<file path="src/rtl/ysyx_22040386_csr_ctrl.sv">
// Machine-mode CSR controller: csrrw/csrrs accesses, ECALL trap entry and MRET return
// sequenced by a small FSM, plus a free-running mcycle counter.
module ysyx_22040386_csr_ctrl #(
    parameter logic [63:0] MCAUSE_ECALL = 64'd11,
    parameter logic [63:0] MSTATUS_RST  = 64'h0000_000A_0000_1800
) (
    input  logic        i_CC_clk,
    input  logic        i_CC_rst,
    input  logic        i_CC_valid,
    input  logic [1:0]  i_CC_state,
    input  logic [2:0]  i_CC_funct3,
    input  logic [11:0] i_CC_csr_addr,
    input  logic [63:0] i_CC_wdata,
    input  logic [63:0] i_CC_pc,
    output logic        o_CC_busy,
    output logic        o_CC_done,
    output logic [63:0] o_CC_rdata,
    output logic        o_CC_redirect,
    output logic [63:0] o_CC_redirect_pc,
    output logic        o_CC_illegal
);

    localparam logic [11:0] CSR_MSTATUS  = 12'h300;
    localparam logic [11:0] CSR_MIE      = 12'h304;
    localparam logic [11:0] CSR_MTVEC    = 12'h305;
    localparam logic [11:0] CSR_MSCRATCH = 12'h340;
    localparam logic [11:0] CSR_MEPC     = 12'h341;
    localparam logic [11:0] CSR_MCAUSE   = 12'h342;
    localparam logic [11:0] CSR_MIP      = 12'h344;
    localparam logic [11:0] CSR_MCYCLE   = 12'hB00;
    localparam logic [63:0] ALIGN_MASK   = 64'hFFFF_FFFF_FFFF_FFFC;

    typedef enum logic [2:0] {
        S_IDLE   = 3'd0,
        S_RW     = 3'd1,
        S_E_SAVE = 3'd2,
        S_E_STAT = 3'd3,
        S_M_STAT = 3'd4,
        S_DONE   = 3'd5
    } state_t;

    state_t      state_q, state_d;
    logic [2:0]  funct3_q, funct3_d;
    logic [11:0] addr_q, addr_d;
    logic [63:0] wdata_q, wdata_d;
    logic [63:0] pc_q, pc_d;

    logic [63:0] mstatus_q, mstatus_d;
    logic [63:0] mie_q, mie_d;
    logic [63:0] mtvec_q, mtvec_d;
    logic [63:0] mscratch_q, mscratch_d;
    logic [63:0] mepc_q, mepc_d;
    logic [63:0] mcause_q, mcause_d;
    logic [63:0] mcycle_q, mcycle_d;

    logic        busy_q, busy_d;
    logic        done_q, done_d;
    logic [63:0] rdata_q, rdata_d;
    logic        redirect_q, redirect_d;
    logic [63:0] redirect_pc_q, redirect_pc_d;
    logic        illegal_q, illegal_d;

    logic [63:0] csr_old_s;
    logic        csr_hit_s;
    logic        wr_en_s;
    logic [63:0] wval_s;

    // CSR read mux on the latched address; mip is a hit that always reads zero
    always_comb begin
        csr_old_s = 64'd0;
        csr_hit_s = 1'b1;
        case (addr_q)
            CSR_MSTATUS:  csr_old_s = mstatus_q;
            CSR_MIE:      csr_old_s = mie_q;
            CSR_MTVEC:    csr_old_s = mtvec_q;
            CSR_MSCRATCH: csr_old_s = mscratch_q;
            CSR_MEPC:     csr_old_s = mepc_q;
            CSR_MCAUSE:   csr_old_s = mcause_q;
            CSR_MIP:      csr_old_s = 64'd0;
            CSR_MCYCLE:   csr_old_s = mcycle_q;
            default:      csr_hit_s = 1'b0;
        endcase
    end

    // Write enable and value for the RW step; csrrs with a zero mask is a pure read
    always_comb begin
        wr_en_s = 1'b0;
        wval_s  = 64'd0;
        if ((state_q == S_RW) && csr_hit_s) begin
            case (funct3_q)
                3'b001: begin
                    wr_en_s = 1'b1;
                    wval_s  = wdata_q;
                end
                3'b010: begin
                    wr_en_s = (wdata_q != 64'd0);
                    wval_s  = csr_old_s | wdata_q;
                end
                default: begin
                    wr_en_s = 1'b0;
                    wval_s  = 64'd0;
                end
            endcase
        end else begin
            wr_en_s = 1'b0;
            wval_s  = 64'd0;
        end
    end

    // CSR next-state: software writes, trap entry/return updates and the cycle counter
    always_comb begin
        mstatus_d  = mstatus_q;
        mie_d      = mie_q;
        mtvec_d    = mtvec_q;
        mscratch_d = mscratch_q;
        mepc_d     = mepc_q;
        mcause_d   = mcause_q;
        mcycle_d   = mcycle_q + 64'd1;
        if (wr_en_s) begin
            case (addr_q)
                CSR_MSTATUS:  mstatus_d  = wval_s;
                CSR_MIE:      mie_d      = wval_s;
                CSR_MTVEC:    mtvec_d    = wval_s & ALIGN_MASK;
                CSR_MSCRATCH: mscratch_d = wval_s;
                CSR_MEPC:     mepc_d     = wval_s & ALIGN_MASK;
                CSR_MCAUSE:   mcause_d   = wval_s;
                CSR_MCYCLE:   mcycle_d   = wval_s;
                default:      mcause_d   = mcause_q;
            endcase
        end else begin
            mcause_d = mcause_q;
        end
        case (state_q)
            S_E_SAVE: begin
                mepc_d   = pc_q & ALIGN_MASK;
                mcause_d = MCAUSE_ECALL;
            end
            S_E_STAT: begin
                mstatus_d[7]     = mstatus_q[3];
                mstatus_d[3]     = 1'b0;
                mstatus_d[12:11] = 2'b11;
            end
            S_M_STAT: begin
                mstatus_d[3]     = mstatus_q[7];
                mstatus_d[7]     = 1'b1;
                mstatus_d[12:11] = 2'b11;
            end
            default: mstatus_d = mstatus_d;
        endcase
    end

    // Sequencing FSM; response outputs are computed here and registered on entry to DONE
    always_comb begin
        state_d       = state_q;
        funct3_d      = funct3_q;
        addr_d        = addr_q;
        wdata_d       = wdata_q;
        pc_d          = pc_q;
        rdata_d       = 64'd0;
        redirect_d    = 1'b0;
        redirect_pc_d = 64'd0;
        illegal_d     = 1'b0;
        case (state_q)
            S_IDLE: begin
                if (i_CC_valid) begin
                    funct3_d = i_CC_funct3;
                    addr_d   = i_CC_csr_addr;
                    wdata_d  = i_CC_wdata;
                    pc_d     = i_CC_pc;
                    case (i_CC_state)
                        2'b01:   state_d = S_RW;
                        2'b10:   state_d = S_E_SAVE;
                        2'b11:   state_d = S_M_STAT;
                        default: state_d = S_IDLE;
                    endcase
                end else begin
                    state_d = S_IDLE;
                end
            end
            S_RW: begin
                rdata_d   = csr_old_s;
                illegal_d = ~csr_hit_s;
                state_d   = S_DONE;
            end
            S_E_SAVE: state_d = S_E_STAT;
            S_E_STAT: begin
                redirect_d    = 1'b1;
                redirect_pc_d = mtvec_q;
                state_d       = S_DONE;
            end
            S_M_STAT: begin
                redirect_d    = 1'b1;
                redirect_pc_d = mepc_q;
                state_d       = S_DONE;
            end
            S_DONE:  state_d = S_IDLE;
            default: state_d = S_IDLE;
        endcase
        busy_d = (state_d != S_IDLE);
        done_d = (state_d == S_DONE);
    end

    // FSM, request latch and registered response outputs
    always_ff @(posedge i_CC_clk or posedge i_CC_rst) begin
        if (i_CC_rst) begin
            state_q       <= S_IDLE;
            funct3_q      <= 3'd0;
            addr_q        <= 12'd0;
            wdata_q       <= 64'd0;
            pc_q          <= 64'd0;
            busy_q        <= 1'b0;
            done_q        <= 1'b0;
            rdata_q       <= 64'd0;
            redirect_q    <= 1'b0;
            redirect_pc_q <= 64'd0;
            illegal_q     <= 1'b0;
        end else begin
            state_q       <= state_d;
            funct3_q      <= funct3_d;
            addr_q        <= addr_d;
            wdata_q       <= wdata_d;
            pc_q          <= pc_d;
            busy_q        <= busy_d;
            done_q        <= done_d;
            rdata_q       <= rdata_d;
            redirect_q    <= redirect_d;
            redirect_pc_q <= redirect_pc_d;
            illegal_q     <= illegal_d;
        end
    end

    // CSR storage
    always_ff @(posedge i_CC_clk or posedge i_CC_rst) begin
        if (i_CC_rst) begin
            mstatus_q  <= MSTATUS_RST;
            mie_q      <= 64'd0;
            mtvec_q    <= 64'd0;
            mscratch_q <= 64'd0;
            mepc_q     <= 64'd0;
            mcause_q   <= 64'd0;
            mcycle_q   <= 64'd0;
        end else begin
            mstatus_q  <= mstatus_d;
            mie_q      <= mie_d;
            mtvec_q    <= mtvec_d;
            mscratch_q <= mscratch_d;
            mepc_q     <= mepc_d;
            mcause_q   <= mcause_d;
            mcycle_q   <= mcycle_d;
        end
    end

    assign o_CC_busy        = busy_q;
    assign o_CC_done        = done_q;
    assign o_CC_rdata       = rdata_q;
    assign o_CC_redirect    = redirect_q;
    assign o_CC_redirect_pc = redirect_pc_q;
    assign o_CC_illegal     = illegal_q;

endmodule

</file>
<file path="config.mk">
export PLATFORM = sky130hd
export DESIGN_NAME = ysyx_22040386_csr_ctrl
export DESIGN_NICKNAME = d
export VERILOG_FILES = /design/src/rtl/ysyx_22040386_csr_ctrl.sv
export SDC_FILE = /design/constraint.sdc
export NUM_CORES = 2
export LEC_CHECK = 0
export CAP_MARGIN = 30
export CORE_UTILIZATION = 35
export CTS_BUF_LIST = sky130_fd_sc_hd__clkbuf_4
export CTS_CLUSTER_SIZE = 14
export DETAILED_ROUTE_END_ITERATION = 8
export SYNTH_ARGS = -nofsm -noshare
export SYNTH_HDL_FRONTEND = slang
export SYNTH_SLANG_ARGS = --single-unit
</file>
<file path="constraint.sdc">
create_clock -name i_CC_clk -period 26.1 [get_ports i_CC_clk]
set_input_delay 2.61 -clock i_CC_clk [delete_from_list [all_inputs] [get_ports i_CC_clk]]
set_output_delay 2.61 -clock i_CC_clk [all_outputs]
set_load 0.005 [all_outputs]
</file>
==> results.ini <==
[yosys]
yosysTopAreaCell=dfrtp_1
synth-main-ff-cell=dfrtp_1
synth-seq-area-share_pct=55.22
syn_avg_cell_area_um2=10.62
synth.cell_area_mm2=0.03255
yosysTopAreaCellShare_pct=54.90
netlist_top_cells_area=dfrtp_1 55%, mux2_2 4.8%, mux2i_1 3.6%, o21ai_0 3.3%, nand2_1 3.2%
synthCells=3064
synth_cell_types=79
synthArstFlopShare_pct=100.0
synth_seq_cells=718
synth_edf_count=0
synth_warnings=0

[timing]
max-slew-margin-rel_pct=28.40
worst_slew_pin_slew_ns=1.066
drv_slew=0
fin_skew_ns=0.08440
rsz0062_at_grt=false
hold_ws_ns=0.4644
fmax_mhz=199.4
period_share_pct=19.21
fin_setup_tns_ns=0
hold_viol_final=0
finalSetupViolations=0
period_minus_slack_ns=5.015

[routing]
dr.pass1.iters=8
drtIter0Drc=2942
drc=0
dr_total_vias=27590
ant_nets=0
wl_um=123600
wl_per_cell_um=26.10
vias_per_cell=5.826

[placement]
hpwl_um=74150
io_buffers=275
dp.cells=4383
gp_congestion=0.8811

[die]
die_w_um=306.9
die_h_um=306.9
ios=280
die-area_mm2=0.09421
initial_utilization_pct=35.40
coreArea_mm2=0.09194
rows=111

[power_and_ir_drop]
ir_worst_vdd_mv=0.05502
p_clk_share_pct=30.1
leakage_nw=16.57
p_switching_mw=1.241
p_seq_share_pct=44.9
p_int_mw=2.123
p_sw_share_pct=36.88
comb_power_share_pct=25.0
powerDensity_mw_per_mm2=86.19

[layout]
final_cell_count_no_fill=4735
fin_nets=3492
final_cell_mix=712 x dfrtp_1, 281 x clkbuf_4, 278 x nand2_1, 275 x clkdlybuf4s50_1, 214 x o21ai_0
layout-drive-gt1-share_pct=16.49
final_common_cell=dfrtp_1
area_growth_syn_to_layout_pct=19.91

[worst_setup_path]
rrSetupSlack_ns=21.25
endpoint=wdata_q[36]$_DFFE_PP0P_
cp_common_cell=buf_4
crit_buf_inv=5
critical_path_class=in2async
cp.arrival_ns=6.16
path_depth=5
rr_worst_depth=7
crit_chain=clkdlybuf4s50_1, inv_8, buf_12, buf_4, buf_4
crit_path_start_kind=primary input
endpoint_kind=asynchronous set/reset pin
path_max_fanout=171
rr_endpoint=mcycle_q[42]$_DFF_PP0_
reg2reg_from=addr_q[0]$_DFFE_PP0P_
cp_top_family=buffers and inverters
max_stage_delay_ns=0.81
crit_path_start=i_CC_rst
crit_required_ns=27.24
cpMaxStageDelayCell=buf_4

[cts]
cts_buffers=199
cts_max_level=4
clock_latency_ns=1.09
post-cts-setup-buffers=0
ctsResizeCount=0
cts_hold_buf=0
ctsLongestPathBuffers=3
cts_num_sinks=718
clockRootBuffer=clkbuf_4
path_clk_slew_ns=0.07
tritoncts=yes

[global_routing]
grt_first_pass_wirelength_um=182400
grtUsageTotal_pct=26.15
antenna_found_initial=6
overflow=0
grt_pass1_vias=27550
grt_max_degree=172

[worst_hold_path]
hold_path_class=reg2reg

[run]
drv_cap=0

[run_status]
status=completed

[cell families after synthesis]
logic type	after synthesis	synth area share [%]
other	1	0.01152
AOI/OAI and AO/OA	801	16.09
DFF	718	55.22
xor gates and xnor gates	60	1.615
buffers and inverters	350	4.690
and+or+nand+nor	878	13.96
adders and majority gates	1	0.03844
muxes	255	8.377
[cell usage after synthesis, types with 20 or more instances]
cell type / number
a211oi_1: 20
a21oi_1: 91
a22o_1: 81
a22oi_1: 46
a2bb2oi_1: 20
a31oi_1: 86
and2_1: 39
and3_1: 63
buf_2: 45
clkbuf_1: 178
dfrtp_1: 714
inv_1: 83
mux2_2: 139
mux2i_1: 116
nand2_1: 279
nand3_1: 118
nand4_1: 127
nor2_1: 100
nor3_1: 29
nor4_1: 37
o21ai_0: 214
o21ai_1: 108
xnor2_1: 27
xor2_1: 33
[registers in the layout, indices dropped and copies added (netlist names), 12 cells and up]
| register | cells |
|---|---|
| mepc_q | 62 |
| mstatus_q | 64 |
| mie_q | 64 |
| addr_q | 12 |
| pc_q | 62 |
| mtvec_q | 62 |
| mscratch_q | 64 |
| o_CC_redirect_pc | 62 |
| wdata_q | 64 |
| o_CC_rdata | 64 |
| mcause_q | 64 |
| mcycle_q | 64 |
[worst min-delay path, delay by kind of cell, from the launching register on]
kind               cells  cell delay (ns)
and+or+nand+nor        1             0.04
DFF                    1             0.37
AOI/OAI and AO/OA      1             0.05
[through the flow]
step	instance area, um2	total power [mW]	setup WS (ns)	utilization, %
floorplan	32550	1.915	3.356	-
global placement	36360	2.331	19.87	39.55
detailed placement	36500	2.346	19.85	39.70
CTS	38960	3.372	21.04	42.37
global route	39010	3.508	20.64	42.43
finish	39020	3.364	21.09	42.45
[worst min-delay path by stage]
stage	slack, ns	startpoint	cells after the start	to
floorplan	0.44	mie_q[14]$_DFFE_PP0P_	2	mie_q[14]$_DFFE_PP0P_
CTS	0.46	mstatus_q[33]$_DFFE_PP1P_	2	mstatus_q[33]$_DFFE_PP1P_
global route	0.47	mstatus_q[33]$_DFFE_PP1P_	2	mstatus_q[33]$_DFFE_PP1P_
detailed placement	0.46	mstatus_q[33]$_DFFE_PP1P_	2	mstatus_q[33]$_DFFE_PP1P_
finish	0.46	mstatus_q[35]$_DFFE_PP1P_	2	mstatus_q[35]$_DFFE_PP1P_
global placement	0.45	mstatus_q[35]$_DFFE_PP1P_	2	mstatus_q[35]$_DFFE_PP1P_
[power by group through the flow]
stage	Sequential [mW]	Combinational, mW	Clock (mW)
floorplan	1.41	0.503	0
global placement	1.52	0.813	0
CTS	1.50	0.827	1.04
detailed placement	1.52	0.824	0
global route	1.53	0.882	1.10
finish	1.51	0.841	1.01
[cell type report]
cell class | count | area [um2]
diodes | 5 | 12.51
clock buffers | 281 | 2110
clock inverters | 64 | 345.3
fillers | 9057 | 52920
inverters | 83 | 319.1
multi-input cells | 1997 | 13300
flip-flops and latches | 718 | 17970
well taps | 1243 | 1555
repair buffers | 344 | 3412
[metal layers]
layer	track usage, %	vias to the layer above	part of all wire (%)
met5	0	-	0.011
met4	13.66	2	4.8
met3	6.444	361	9.9
met2	40.24	1571	45
met1	34.01	13730	40
li1	-	11930	-
(Power assumes the default switching activity.)
